<file path="src/rtl/pe_m_pipe.sv">
`default_nettype none
// ============================================================================
//  Module      : pe_m_pipe
//  Description : Two-stage pipelined mixed-mode processing element for the
//                systolic array. GEMM multiply-accumulate, or unary (div, exp,
//                log) step using a clamped neighbour operand. It carries a
//                valid tag and a per-operation mode down the pipeline and has
//                a global advance enable.
//                Optional macro PE_ACC_SAT_EN: saturate the stage-2 sum
//                instead of wrapping it.
//  Revision    : 1.0 - initial release
// ============================================================================
module pe_m_pipe #(
    parameter int INT_BW = 5,
    parameter int FRA_BW = 10,
    parameter int MUL_BW = 16,
    parameter int ACC_BW = 32
) (
    input  logic              clk,
    input  logic              rst_n,
    input  logic              en,
    input  logic              vld_i,
    input  logic [1:0]        mode_i,
    input  logic [ACC_BW-1:0] mac_i,
    input  logic [MUL_BW-1:0] var_i,
    input  logic [MUL_BW-1:0] x_i,
    input  logic [MUL_BW-1:0] wc_i,
    input  logic [ACC_BW-1:0] o_i,
    output logic [ACC_BW-1:0] mac_o,
    output logic [ACC_BW-1:0] o_o,
    output logic [MUL_BW-1:0] var_o,
    output logic [MUL_BW-1:0] x_o,
    output logic [MUL_BW-1:0] wc_o,
    output logic              vld_o,
    output logic [1:0]        mode_o
);

    typedef logic signed [ACC_BW-1:0] acc_t;

    localparam int          c_CLAMP_BW  = INT_BW + 2 * FRA_BW;
    localparam logic [1:0]  c_MODE_GEMM = 2'b00;

    // Range of mac_i that survives truncation to MUL_BW without clamping
    localparam acc_t c_MAC_HI = {{(ACC_BW - c_CLAMP_BW){1'b0}}, {c_CLAMP_BW{1'b1}}};
    localparam acc_t c_MAC_LO = {{(ACC_BW - c_CLAMP_BW){1'b1}}, {c_CLAMP_BW{1'b0}}};

    localparam logic [MUL_BW-1:0] c_MUL_MAX = {1'b0, {(MUL_BW - 1){1'b1}}};
    localparam logic [MUL_BW-1:0] c_MUL_MIN = {1'b1, {(MUL_BW - 1){1'b0}}};

    // Stage 0: operand / tag registers
    logic [MUL_BW-1:0]   wreg_q, ireg_q, vreg_q;
    logic                v0_q;
    logic [1:0]          m0_q;

    // Stage 1: product / addend registers
    logic [2*MUL_BW-1:0] prod_q, prod_d;
    logic [ACC_BW-1:0]   addr_q;
    logic                v1_q;
    logic [1:0]          m1_q;

    // Stage 2: result registers
    logic [ACC_BW-1:0]   oreg_q, oreg_d;
    logic                vld_q;
    logic [1:0]          mode_q;

    // Combinational operand path
    logic [MUL_BW-1:0]   w_mac_t;
    logic [MUL_BW-1:0]   w_a, w_b;
    logic [ACC_BW-1:0]   w_add;

    // Stage-0 registers shift on every enabled edge, valid or not, to keep array skew
    always_ff @(posedge clk or negedge rst_n) begin
        if (!rst_n) begin
            wreg_q <= '0;
            ireg_q <= '0;
            vreg_q <= '0;
            v0_q   <= 1'b0;
            m0_q   <= '0;
        end else if (en) begin
            wreg_q <= wc_i;
            ireg_q <= x_i;
            vreg_q <= var_i;
            v0_q   <= vld_i;
            m0_q   <= mode_i;
        end
    end

    // Truncate the neighbour operand to the operand format, clamping out-of-range values
    always_comb begin
        w_mac_t = mac_i[FRA_BW+MUL_BW-1:FRA_BW];
        if ($signed(mac_i) > c_MAC_HI) begin
            w_mac_t = c_MUL_MAX;
        end else if ($signed(mac_i) < c_MAC_LO) begin
            w_mac_t = c_MUL_MIN;
        end
    end

    // Select multiplier operands and addend from the mode carried with the op
    always_comb begin
        if (m0_q == c_MODE_GEMM) begin
            w_a   = wreg_q;
            w_b   = ireg_q;
            w_add = o_i;
        end else begin
            w_a   = w_mac_t;
            w_b   = vreg_q;
            w_add = acc_t'($signed(wreg_q));
        end
    end

    // Signed product; the low 2*MUL_BW bits of the sign-extended product are exact
    assign prod_d = {{MUL_BW{w_a[MUL_BW-1]}}, w_a} * {{MUL_BW{w_b[MUL_BW-1]}}, w_b};

    // Stage 1 captures only valid ops so bubbles leave the product untouched
    always_ff @(posedge clk or negedge rst_n) begin
        if (!rst_n) begin
            prod_q <= '0;
            addr_q <= '0;
            v1_q   <= 1'b0;
            m1_q   <= '0;
        end else if (en) begin
            v1_q <= v0_q;
            if (v0_q) begin
                prod_q <= prod_d;
                addr_q <= w_add;
                m1_q   <= m0_q;
            end
        end
    end

`ifdef PE_ACC_SAT_EN
    typedef logic signed [ACC_BW:0] sum_t;
    sum_t w_sum_wide;

    assign w_sum_wide = sum_t'($signed(prod_q)) + sum_t'($signed(addr_q));

    // Clamp the one-bit-wider sum back into the accumulator range
    always_comb begin
        oreg_d = w_sum_wide[ACC_BW-1:0];
        if (w_sum_wide[ACC_BW] != w_sum_wide[ACC_BW-1]) begin
            oreg_d = w_sum_wide[ACC_BW] ? {1'b1, {(ACC_BW - 1){1'b0}}}
                                        : {1'b0, {(ACC_BW - 1){1'b1}}};
        end
    end
`else
    // Wrapping accumulate at the accumulator width
    assign oreg_d = acc_t'($signed(prod_q)) + $signed(addr_q);
`endif

    // Stage 2 updates the result only for valid ops; vld_o drops for bubbles
    always_ff @(posedge clk or negedge rst_n) begin
        if (!rst_n) begin
            oreg_q <= '0;
            vld_q  <= 1'b0;
            mode_q <= '0;
        end else if (en) begin
            vld_q <= v1_q;
            if (v1_q) begin
                oreg_q <= oreg_d;
                mode_q <= m1_q;
            end
        end
    end

    assign mac_o  = oreg_q;
    assign o_o    = oreg_q;
    assign wc_o   = wreg_q;
    assign x_o    = ireg_q;
    assign var_o  = vreg_q;
    assign vld_o  = vld_q;
    assign mode_o = mode_q;

endmodule
`default_nettype wire

</file>
<file path="config.mk">
export PLATFORM = sky130hd
export DESIGN_NAME = pe_m_pipe
export DESIGN_NICKNAME = d
export VERILOG_FILES = /design/src/rtl/pe_m_pipe.sv
export SDC_FILE = /design/constraint.sdc
export NUM_CORES = 1
export LEC_CHECK = 0
export ABC_AREA = 1
export CAP_MARGIN = 10
export CORE_MARGIN = 1.5
export CORE_UTILIZATION = 40
export DETAILED_ROUTE_END_ITERATION = 8
export GPL_TIMING_DRIVEN = 0
export PLACE_DENSITY = 0.58
export SLEW_MARGIN = 30
export SYNTH_ARGS = -nofsm -noshare
export SYNTH_HDL_FRONTEND = slang
export SYNTH_SLANG_ARGS = --single-unit
</file>
<file path="constraint.sdc">
create_clock -name clk -period 6.6 [get_ports clk]
set_input_delay 1.98 -clock clk [delete_from_list [all_inputs] [get_ports clk]]
set_output_delay 1.98 -clock clk [all_outputs]
set_load 0.02 [all_outputs]
</file>
==> qor.csv, run 1 <==
metric,value,unit
vias in the first global route,18451,
"antenna viol nets, final",0,
fin crit period,7.385,ns
Initial DRT Pass Iterations,7,
Antenna Cells,0,
Syn. warnings,0,
cell taking the most area after synthesis,fa_1,
Syn Nets,3059,
H-tree depth,4,
Post-Synth Adder-Cell Area,34.30,%
CTS Buf Count,17,
first-pass GRT wire length,104700,um
Rows,80,
Via Count,17760,
cells after synthesis,2565,
CTS tree,yes,
cts hold-fix bufs,0,
"Slowest-stage cell, CP",fa_1,
chip height,223.6,um
WP data arrival,7.72,ns
placed cell area,0.02292,mm2
CP max FO,6,
Clock Tree Buf Depth,2,
maxcap violations,0,
Core Footprint,0.04785,mm2
Total GRT Usage,27.67,%
top cell type's share of synthesized area,27.04,%
GPL Wtd Cong,0.9324,
num ports,233,
Die X,223.6,um
CP dominant cell by count,fa_1,
post-route cell area,0.02536,mm2
Worst-Margin Slew,0.8942,ns
share of cells above drive strength 1,18.04,%
"Hold Vio Cnt, Final",0,
total grt overflow,0,
outcome,"finished, violations left",
highest routed layer,met4,
met1 wire length,28760,um
largest net degree at the start of global routing,56,
most common cell in the synthesized netlist,nand2_1,
post-synthesis xor/xnor area fraction,1.169,%
Area growth syn-to-layout,30.21,%
violated checks,negative setup slack,
final setup margin,-0.7855,ns
Worst slew margin,39.76,%
Synth Area in Compound Gates,6.207,%
worst clock skew,0.01314,ns
die footprint,0.05002,mm2
"slowest stage delay, CP",0.52,ns
DR DRC count,0,
post-DP HPWL,54210,um
final std cells w/o fill,3520,
Critical Path RT,6.93,ns
simple-gate portion of the synthesized area,23.71,%
sequential-to-total area share from yosys stat,19.66,%
clk_lat worst skew,0.48,ns
Synth top cells by count,"702 x nand2_1, 534 x inv_1, 263 x fa_1",
"Primary FF master, synth",dfrtp_1,
"top cells by area, synth","fa_1 27%, dfrtp_1 20%, nand2_1 14%, inv_1 10%, ha_1 7.3%",
starting density of the core,40.70,%
main combinational cell family by area after synthesis,adder cells,
met2 WL,31770,um
final period utilization,111.9,%
"Reg clk slew, reported paths",0.07,ns
PortBufs,222,
async set-reset flop share out of synthesis,100.0,%
Clock Sinks,153,
routed length per instance,18.67,um
vias per cell,5.045,
#FFs+latches synth,153,
Layout Nets,3386,
endpoint class of the critical path,flop,
met3 wire length,3563,um
number of synthesized flops with an enable pin,0,
multiplexer area fraction after synthesis,1.272,%
placed cell count,3404,
RSZ-0062 raised after global routing,yes,
filler cell count,4683,
fmax,135.4,MHz
initial antenna violation count,0,
setup violators final,23,
Final Max Tran Viols,0,
Hold Crit Class,reg2reg,
"Cell Area, Synth",0.01947,mm2
Critical Path Start Type,primary input,
critical path class,in2reg,
Mapped Avg Cell Area,7.592,um2
WL final,65710,um
Unique masters post-synth,42,
DR iter-0 viols,1045,
flop2flop setup slack,-0.19,ns
root buffer cell,clkbuf_16,
## cell usage in the layout, fill, tap and decap left out, types with 7 or more instances in the layout
cell type,count
inv_8,7
fa_1,247
nand3_1,79
buf_4,95
xnor2_1,16
o21ai_2,12
nor2_1,207
nand3b_1,8
nand2_4,22
dfrtp_1,153
mux2_2,22
nand3_2,21
o21ai_0,94
nand2_2,54
o21ai_1,19
nor2_4,22
buf_2,27
inv_1,497
fa_2,16
buf_12,10
nor3_1,7
ha_1,86
ha_4,23
nand2_8,7
nand4_1,20
xnor2_2,7
buf_6,27
inv_2,38
nor2_2,24
a21oi_1,60
clkbuf_1,17
clkbuf_16,17
nand3_4,12
clkdlybuf4s50_1,214
nand2_1,631
## metal layers
| layer | vias to the layer above | GRT usage, % |
|---|---|---|
| met5 | - | 0 |
| met4 | 0 | 8.457 |
| met3 | 87 | 3.922 |
| met2 | 522 | 46.82 |
| met1 | 8806 | 36.77 |
| li1 | 8345 | - |
## repair_timing
item / in CTS / in global routing
pin swaps: 123 / 28
cloned: 4 / 0
endpoints found under the setup margin: 25 / 25
gates resized for setup: 286 / 45
setup buffers: 75 / 5
## cells by family (layout without fill, tap and decap cells)
group                    count (synthesis)  in the layout
multiplexers                            22             22
AND/OR/NAND/NOR                       1129           1129
XOR/XNOR                                26             26
buffers and inverters                  643            983
adder cells (fa/ha/maj)                376            376
flip-flops                             153            153
AO/OA/AOI/OAI                          216            216
## critical path: cells and delay by family
kind / cells / cell delay [ns]
buffers and inverters: 8 / 0.70
AO/OA/AOI/OAI: 3 / 0.56
XOR/XNOR: 1 / 0.23
adder cells (fa/ha/maj): 7 / 3.23
AND/OR/NAND/NOR: 10 / 1.01
## state kept, by name, indices dropped and copies added, names as in the netlist
register,count
mac_o,32
m0_q,2
var_o,16
m1_q,2
x_o,16
addr_q,32
vld_o,1
mode_o,2
prod_q,32
wc_o,16
v1_q,1
v0_q,1
## final cells by class
cell class	instances	area (um2)	area share [%]
Multi-Input combinational cell	1769	14320	56.47
Sequential cell	153	3829	15.10
Timing Repair Buffer	307	3114	12.28
Inverter	551	2156	8.502
Tap cell	615	769.5	3.035
Buffer	92	590.6	2.329
Clock buffer	21	460.4	1.816
Clock inverter	11	112.6	0.4441
Timing Repair inverter	1	6.256	0.02467
## worst paths after layout
kind,cells after the start,start,endpoint
worst max register to register,26,m0_q[0],prod_q[31]
max in group asynchronous,2,rst_n,addr_q[25]
worst min register to register,2,m1_q[0],mode_o[0]
worst max-delay path,29,mac_i[30],prod_q[19]
min in group asynchronous,1,rst_n,wc_o[3]
worst min-delay path,2,m1_q[0],mode_o[0]
## stage by stage
stage	TNS, ns	setup slack, ns	hold slack, ns	util [%]
floorplan	-9.171	-0.5025	0.4422	-
global placement	-475.30	-2.851	0.4699	47.79
detailed placement	-44.54	-2.129	0.4686	47.91
CTS	-12.40	-0.6693	0.4872	52.59
global route	-18.56	-0.9388	0.5056	53.00
finish	-14.24	-0.7855	0.4845	53.00
Power of run 1 is left out: the tool's default activity adds up to more than one toggle a clock period on the data nets, which glitch-free logic cannot reach.
==> inputs of run 2 (changes only) <==
- CORE_UTILIZATION: 40 -> 59
- PLACE_DENSITY: 0.58 -> 0.84
- SKIP_LAST_GASP: not set -> 1
==> qor.csv, run 2 (synthesis results as in run 1) <==
metric,value,unit,change
total grt overflow,0,,unchanged
Rows,66,,-18%
Die X,184.7,um,-17%
most frequent cells in the layout,"624 x nand2_1, 475 x inv_1, 229 x fa_1",,
Critical Path RT,6.93,ns,about the same
Min-Delay Startpoint,m1_q[1],,
post-DP HPWL,53090,um,-2.1%
GPL Wtd Cong,1.001,,+7.4%
initial antenna violation count,2,,+2
worst clock skew,0.01321,ns,+0.00007190 ns
DR DRC count,0,,unchanged
Crit path max-delay family,adder cells,,
"most common cell after layout, fill and taps aside",nand2_1,,
H-tree depth,4,,unchanged
Clock Tree Buf Depth,2,,unchanged
Reg2Reg Capture Point,prod_q[31],,
root buffer cell,clkbuf_16,,
RSZ-0062 raised after global routing,yes,,
vias per cell,5.731,,+14%
die footprint,0.03410,mm2,-32%
"Hold Vio Cnt, Final",0,,unchanged
largest net degree at the start of global routing,88,,+57%
Critical Path Start Type,primary input,,
Area growth syn-to-layout,30.48,%,
Hold Path End,mode_o[1],,
clk_lat worst skew,0.45,ns,-0.03 ns
FF/Latch Area,0.003829,mm2,unchanged
flop2flop setup slack,-0.60,ns,-0.41 ns
setup violators final,24,,+4.3%
DR iter-0 viols,1788,,+71%
Hold Crit Class,reg2reg,,
violated checks,negative setup slack,,
"worst slack, placed",-2.146,ns,-0.01740 ns
Layout Nets,3395,,+0.27%
num ports,233,,unchanged
CTS Buf Count,17,,unchanged
filler cell count,2294,,-51%
Total GRT Usage,41.97,%,+14 points
routed length per instance,21.08,um,+13%
CTS tree,yes,,
Clock Sinks,153,,unchanged
Final Max Tran Viols,0,,unchanged
starting density of the core,59.85,%,+19 points
Core Footprint,0.03254,mm2,-32%
Worst slew margin,29.23,%,-11 points
outcome,"finished, violations left",,
"antenna viol nets, final",0,,unchanged
final setup margin,-0.9558,ns,-0.1703 ns
WP data arrival,7.89,ns,+0.17 ns
PortBufs,222,,unchanged
endpoint class of the critical path,flop,,
share of cells above drive strength 1,20.40,%,+2.4 points
fmax,132.3,MHz,-2.3%
"slowest stage delay, CP",0.64,ns,+0.12 ns
FF-to-FF Start,m0_q[0],,
Min-Delay Path Depth,2,,unchanged
cts hold-fix bufs,0,,unchanged
Buf/Inv on CP,9,,+1
first-pass GRT wire length,106200,um,+1.4%
"Reg clk slew, reported paths",0.07,ns,about the same
chip height,184.7,um,-17%
final period utilization,114.5,%,+2.6 points
critical path class,in2reg,,
Via Count,19229,,+8.3%
area taken by multi-input logic gates,0.01458,mm2,+1.8%
WL final,70740,um,+7.7%
Initial DRT Pass Iterations,7,,unchanged
vias in the first global route,19569,,+6.1%
R2R cell count,26,,unchanged
Worst-Margin Slew,1.050,ns,+0.1563 ns
maxcap violations,0,,unchanged
CP max FO,6,,unchanged
fin crit period,7.556,ns,+0.1703 ns
"Slowest-stage cell, CP",fa_1,,
-- run 2: timing repair --
action | in CTS | in global routing
pin swaps | 113 | 117
resized for setup | 279 | 147
hold endpoints to repair | 0 | 0
buffers inserted | 61 | 29
gates cloned | 5 | 0
setup endpoints to repair | 25 | 26
-- run 2: layout make-up --
class                           count  area share (%)
Multi-Input combinational cell   1769           57.38
Sequential cell                   153           15.07
Timing Repair Buffer              315           12.25
Inverter                          551           8.475
Buffer                             92           2.324
Tap cell                          442           2.176
Clock buffer                       20           1.758
Clock inverter                     10          0.4826
Timing Repair inverter              2         0.07386
Antenna cell                        1        0.009848
-- run 2: worst max-delay path by stage --
stage          slack (ns)       from    endpoint  cells past startpoint
6_report            -0.96  mac_i[30]  prod_q[23]                     31
5_1_grt             -1.12  mac_i[30]  prod_q[20]                     31
4_1_cts             -0.80  mac_i[30]  prod_q[31]                     30
3_5_place_dp        -2.15  mac_i[31]  prod_q[31]                     24
3_3_place_gp        -2.38      rst_n  prod_q[28]                      1
2_1_floorplan       -0.50  mac_i[28]  prod_q[31]                     32
-- run 2: per-stage QoR --
| stage | setup TNS [ns] | cell area [um2] | util (%) | hold slack [ns] | instances |
|---|---|---|---|---|---|
| finish | -18.77 | 25410 | 78.10 | 0.4905 | 3355 |
| global route | -23.29 | 25410 | 78.10 | 0.5139 | 3355 |
| CTS | -14.89 | 24710 | 75.94 | 0.4871 | 3327 |
| detailed placement | -42.71 | 22710 | 69.79 | 0.4697 | 3231 |
| global placement | -401.98 | 22650 | 69.61 | 0.4631 | 3229 |
| floorplan | -9.171 | 19870 | - | 0.4422 | 2565 |
-- run 2: worst register-to-register path, stage by stage, from the launching register on --
cell and delay (ns):
dfrtp_1 0.37, nor2_2 0.08, buf_6 0.15, o21ai_0 0.82
inv_1 0.45, nor2_2 0.31, inv_1 0.10, fa_1 0.53
inv_1 0.09, fa_2 0.63, buf_4 0.15, fa_1 0.51
fa_1 0.58, inv_1 0.07, fa_1 0.42, fa_2 0.59
inv_1 0.08, ha_4 0.31, nand2_2 0.10, nor3_4 0.22
and2_4 0.17, nand2_2 0.05, inv_1 0.05, nor2_1 0.03
nand2_1 0.07, nand3_2 0.10, nand2_1 0.11
-- run 2: layer usage --
layer,global-route usage [%],wire [um]
met1,50.71,25390
met2,68.60,32790
met3,8.832,7103
met4,26.70,5447
met5,0,10
Power of run 2 is left out for the same reason.
==> inputs of run 3 (changes only) <==
- CTS_CLUSTER_DIAMETER: not set -> 40
==> results of run 3 <==
The final DEF is identical to that of run 2; final timing and power are the same.
Power of run 3 is left out for the same reason.
==> RTL edit 1, RTL diff (flow settings as in run 2) <==
Change the localparam `c_MODE_GEMM` from 2'b00 to 2'b01.
--- a/src/rtl/pe_m_pipe.sv
+++ b/src/rtl/pe_m_pipe.sv
@@ -38,7 +38,7 @@
     typedef logic signed [ACC_BW-1:0] acc_t;
 
     localparam int          c_CLAMP_BW  = INT_BW + 2 * FRA_BW;
-    localparam logic [1:0]  c_MODE_GEMM = 2'b00;
+    localparam logic [1:0]  c_MODE_GEMM = 2'b01;
 
     // Range of mac_i that survives truncation to MUL_BW without clamping
     localparam acc_t c_MAC_HI = {{(ACC_BW - c_CLAMP_BW){1'b0}}, {c_CLAMP_BW{1'b1}}};
Behaviour: not the same (a bounded check fails within 4 cycles, from zero or initial values and one cycle with rst_n low).
==> RTL edit 1 against run 2 <==
- the run still ends with negative setup slack left
- sequential cell count stayed put
- final cell count is 1.8% lower
- sequential share of layout area is 0.31 points higher
- wire length is 5.7% lower
- cell area is 2.0% lower
- die area is 0.42% lower
- worst setup slack better by 180 ps
- register-to-register slack better by 350 ps
- critical path depth stayed put
- utilization is 1.4 points lower
- synthesized area is 0.43% lower
Power is left out: the tool's default activity adds up to more than one toggle a clock period on the data nets, which glitch-free logic cannot reach.
==> RTL edit 1: results (changes against run 2) <==
Parameter                              Value

Outcome
  Outcome    finished with violations
  Violated checks    negative setup slack

Critical path
  Worst EP arrival    7720 ps (-170 ps)
  Cell at the slowest stage of the critical path    fa_2
  Worst path max stage delay    590 ps (-50 ps)

Synthesis
  Register area share after synthesis    19.7% (+0.085 points)
  Top cells by instance count after synthesis    nand2_1, inv_1, fa_1, nor2_1, dfrtp_1
  Top cells by area, synth    fa_1, dfrtp_1, nand2_1, inv_1, ha_1
  Netlist cell types    45 (+7.1%)
  Post-Syn Nets    3010 (-1.6%)
  Complex-gate fraction of the synthesized area    6.95% (+0.74 points)

Placed design
  HPWL after DPL    52700 um (-0.79%)

Timing
  Worst hold margin    505 ps (+14.1 ps)
  Total of endpoints with negative setup slack in the final report    23 (-4.2%)
  Clock Skews    13.7 ps (+0.478 ps)
  Worst-case setup margin in the final layout    -774 ps (+182 ps)

Final layout
  Number of non-clock buffers    387 (-4.9%)
  Non-clock buffer contribution to total cell area    14.2% (-0.38 points)
  Multi-input combinational area share    57.6% (+0.20 points)
  Ant. Diodes    0 (-1)
  Filler Cell Count    2313 (+0.83%)
  Multi-In Gates    1751 (-1.0%)

Route
  First DRT Iteration DRCs    1614 (-9.7%)
  Wirelength per Cell    20.3 um (-4.0%)
  Routed length on met2    31300 um (-4.5%)

Global route
  Number of global-route vias before repair    18800 (-4.0%)
  Aggregate global-route resource usage    40.5% (-1.5 points)
  Met1 global-route usage    50.0% (-0.69 points)
[RTL edit 1: cell count changes after synthesis, sizes merged, moves of 5 or more]
| cell | change |
|---|---|
| nor2 | -14 |
| a21oi | +21 |
| buf | -12 |
| inv | -28 |
| o21ai | -5 |
| nand2 | -25 |
| xnor2 | -6 |
| mux2 | +5 |
| or2 | +7 |
| clkbuf | +10 |
[RTL edit 1: path summary, 6_finish.rpt]
kind                            cells after the start         end      start
worst min-delay path                                2   mac_o[14]  mac_o[14]
min in group asynchronous                           1    wc_o[13]      rst_n
worst max register to register                     26  prod_q[25]    m0_q[1]
max in group asynchronous                           2  prod_q[24]      rst_n
worst min register to register                      2   mac_o[14]  mac_o[14]
worst max-delay path                               31  prod_q[27]  mac_i[30]
[RTL edit 1: cell families after synthesis]
| family | after synthesis |
|---|---|
| buffers and inverters | 615 |
| adder cells (fa/ha/maj) | 376 |
| XOR/XNOR | 21 |
| AO/OA/AOI/OAI | 231 |
| AND/OR/NAND/NOR | 1093 |
| multiplexers | 27 |
| flip-flops | 153 |
==> RTL edit 2, RTL diff (config.mk and constraints of run 2) <==
Without the edit above. Register the input `var_i` before use. The logic sees it one clock later. The other inputs are not delayed to match.
--- a/src/rtl/pe_m_pipe.sv
+++ b/src/rtl/pe_m_pipe.sv
@@ -47,6 +47,12 @@
     localparam logic [MUL_BW-1:0] c_MUL_MAX = {1'b0, {(MUL_BW - 1){1'b1}}};
     localparam logic [MUL_BW-1:0] c_MUL_MIN = {1'b1, {(MUL_BW - 1){1'b0}}};
 
+    logic [MUL_BW-1:0] var_q;
+
+    always_ff @(posedge clk) begin
+        var_q <= var_i;
+    end
+
     // Stage 0: operand / tag registers
     logic [MUL_BW-1:0]   wreg_q, ireg_q, vreg_q;
     logic                v0_q;
@@ -79,7 +85,7 @@
         end else if (en) begin
             wreg_q <= wc_i;
             ireg_q <= x_i;
-            vreg_q <= var_i;
+            vreg_q <= var_q;
             v0_q   <= vld_i;
             m0_q   <= mode_i;
         end
Formal check against the unedited RTL: not equivalent (a bounded check fails within 4 cycles, from zero or initial values and one cycle with rst_n low).
==> RTL edit 2 against run 2 <==
- largest cell class unchanged
- highest routed layer is now met4
- the flow still finishes with violations (negative setup slack)
- cell area is 1.7% higher
- sequential cell count is 16 higher
- wire length is 1.5% higher
- worst setup slack better by 14 ps
- synthesized area is 1.7% higher
- register-to-register slack better by 200 ps
- sequential share of layout area is 0.98 points higher
- critical path type unchanged
- clock skew is 4.5 ps higher
Power is not shown: default switching activity piles up to over one toggle a cycle in this logic, so the estimate is an artifact.
==> RTL edit 2: results (changes against run 2) <==
Parameter                              Value

Outcome
  Outcome    finished with violations
  Violated checks    negative setup slack

Synthesis
  Top cells by area, synth    fa_1, dfrtp_1, nand2_1, inv_1, ha_1
  Post-synthesis async set-or-reset flop share    90.5% (-9.5 points)
  Post-Syn Nets    3084 (+0.82%)
  Share of synthesized area spent on multiplexers    1.25% (-0.021 points)
  Synth Area in XOR/XNOR    1.11% (-0.064 points)
  Netlist cell types    43 (+2.4%)
  Top cells by instance count after synthesis    nand2_1, inv_1, fa_1, nor2_1, dfrtp_1
  Register area share after synthesis    20.9% (+1.3 points)
  Complex-gate fraction of the synthesized area    5.98% (-0.22 points)
  Post-synthesis share of cell area spent on full adders, half adders and majority gates    33.7% (-0.57 points)
  Synthesized area divided by synthesized cell count    7.65 um2 (+0.72%)

Route
  Wirelength per Cell    21.2 um (+0.34%)
  Count of TritonRoute iterations in the first routing pass    5 (-2)
  First DRT Iteration DRCs    1858 (+3.9%)
  DR vias/cell    5.75 (+0.27%)
  Final wirelength    71800 um (+1.5%)

Critical path
  Slack of the worst reg-to-reg path    -400 ps (+200 ps)
  Cell at the slowest stage of the critical path    fa_2
  Launch point of the worst reg-to-reg path    m0_q[0]

Final layout
  Filler Cell Count    2272 (-0.96%)
  Seq area share    16.0% (+0.98 points)
  Combined area of the multi-input logic cells    0.0145 mm2 (-0.35%)
  Multi-In Gates    1777 (+0.45%)
  Number of non-clock buffers    421 (+3.4%)
  Nets    3432 (+1.1%)
  Ant. Diodes    2 (+1)
  Ratio of cells with drive above 1 in the final layout    19.8% (-0.64 points)
  Clock tree buffer count of the final layout    19 (-5.0%)
  Inverters    552 (-0.18%)
  Non-clock buffer contribution to total cell area    15.0% (+0.39 points)

Global route
  Wire length of the first global-routing pass    105000 um (-0.69%)
  Largest net degree at the start of global routing    64 (-27%)
  Number of global-route vias before repair    19800 (+1.0%)
  Aggregate global-route resource usage    41.0% (-1.0 points)

Timing
  Clock Skews    17.7 ps (+4.49 ps)
  Max-slew headroom at the worst pin    39.4% (+10 points)
  Worst-case setup margin in the final layout    -942 ps (+13.8 ps)
  Total of endpoints with negative setup slack in the final report    25 (+4.2%)
  Portion of the clock cycle consumed by the worst path in the final layout    114% (-0.21 points)

Clock tree
  Clock sink count    169 (+10%)
  Clock latency reported for the late side of the worst-skew pair    470 ps (+20 ps)

Min path
  Start point of the worst min-delay path    var_q[9]

Placed design
  HPWL after DPL    52600 um (-0.96%)
  Number of placed instances with taps included    3256 (+0.77%)
  Placed Instance Area    0.0230 mm2 (+1.2%)
  Final weighted congestion of routability-driven global placement    0.989 (-1.2%)
  Setup Slack @ Placement    -2170 ps (-25.6 ps)
[RTL edit 2: routing by layer]
layer  wire length, um  up-vias  share of wire [%]
li1                  -     8449                  -
met1             25700     9439                 36
met2             33500     1220                 47
met3              6830      403                9.5
met4              5790        0                8.1
met5                 0        -                  0
[RTL edit 2: worst register-to-register path: cells and delay by family, from the launching register on]
family | cells | cell delay (ps)
fa+ha+maj | 7 | 3670
simple gates | 12 | 1300
buf+inv | 9 | 1270
flops | 1 | 400
compound gates | 1 | 300
[RTL edit 2: repair_timing]
| item | in CTS | in global routing |
|---|---|---|
| pin swaps | 100 | 147 |
| resized for setup | 227 | 194 |
| setup buffers | 79 | 25 |
| endpoints found under the setup margin | 25 | 25 |
| gates cloned | 2 | 1 |
[RTL edit 2: worst min path at each step]
stage	end	slack, ps	cells past startpoint
floorplan	var_o[0]	410	2
global placement	var_o[2]	420	2
detailed placement	var_o[5]	430	2
CTS	var_o[5]	440	2
global route	var_o[9]	460	2
finish	var_o[9]	440	2
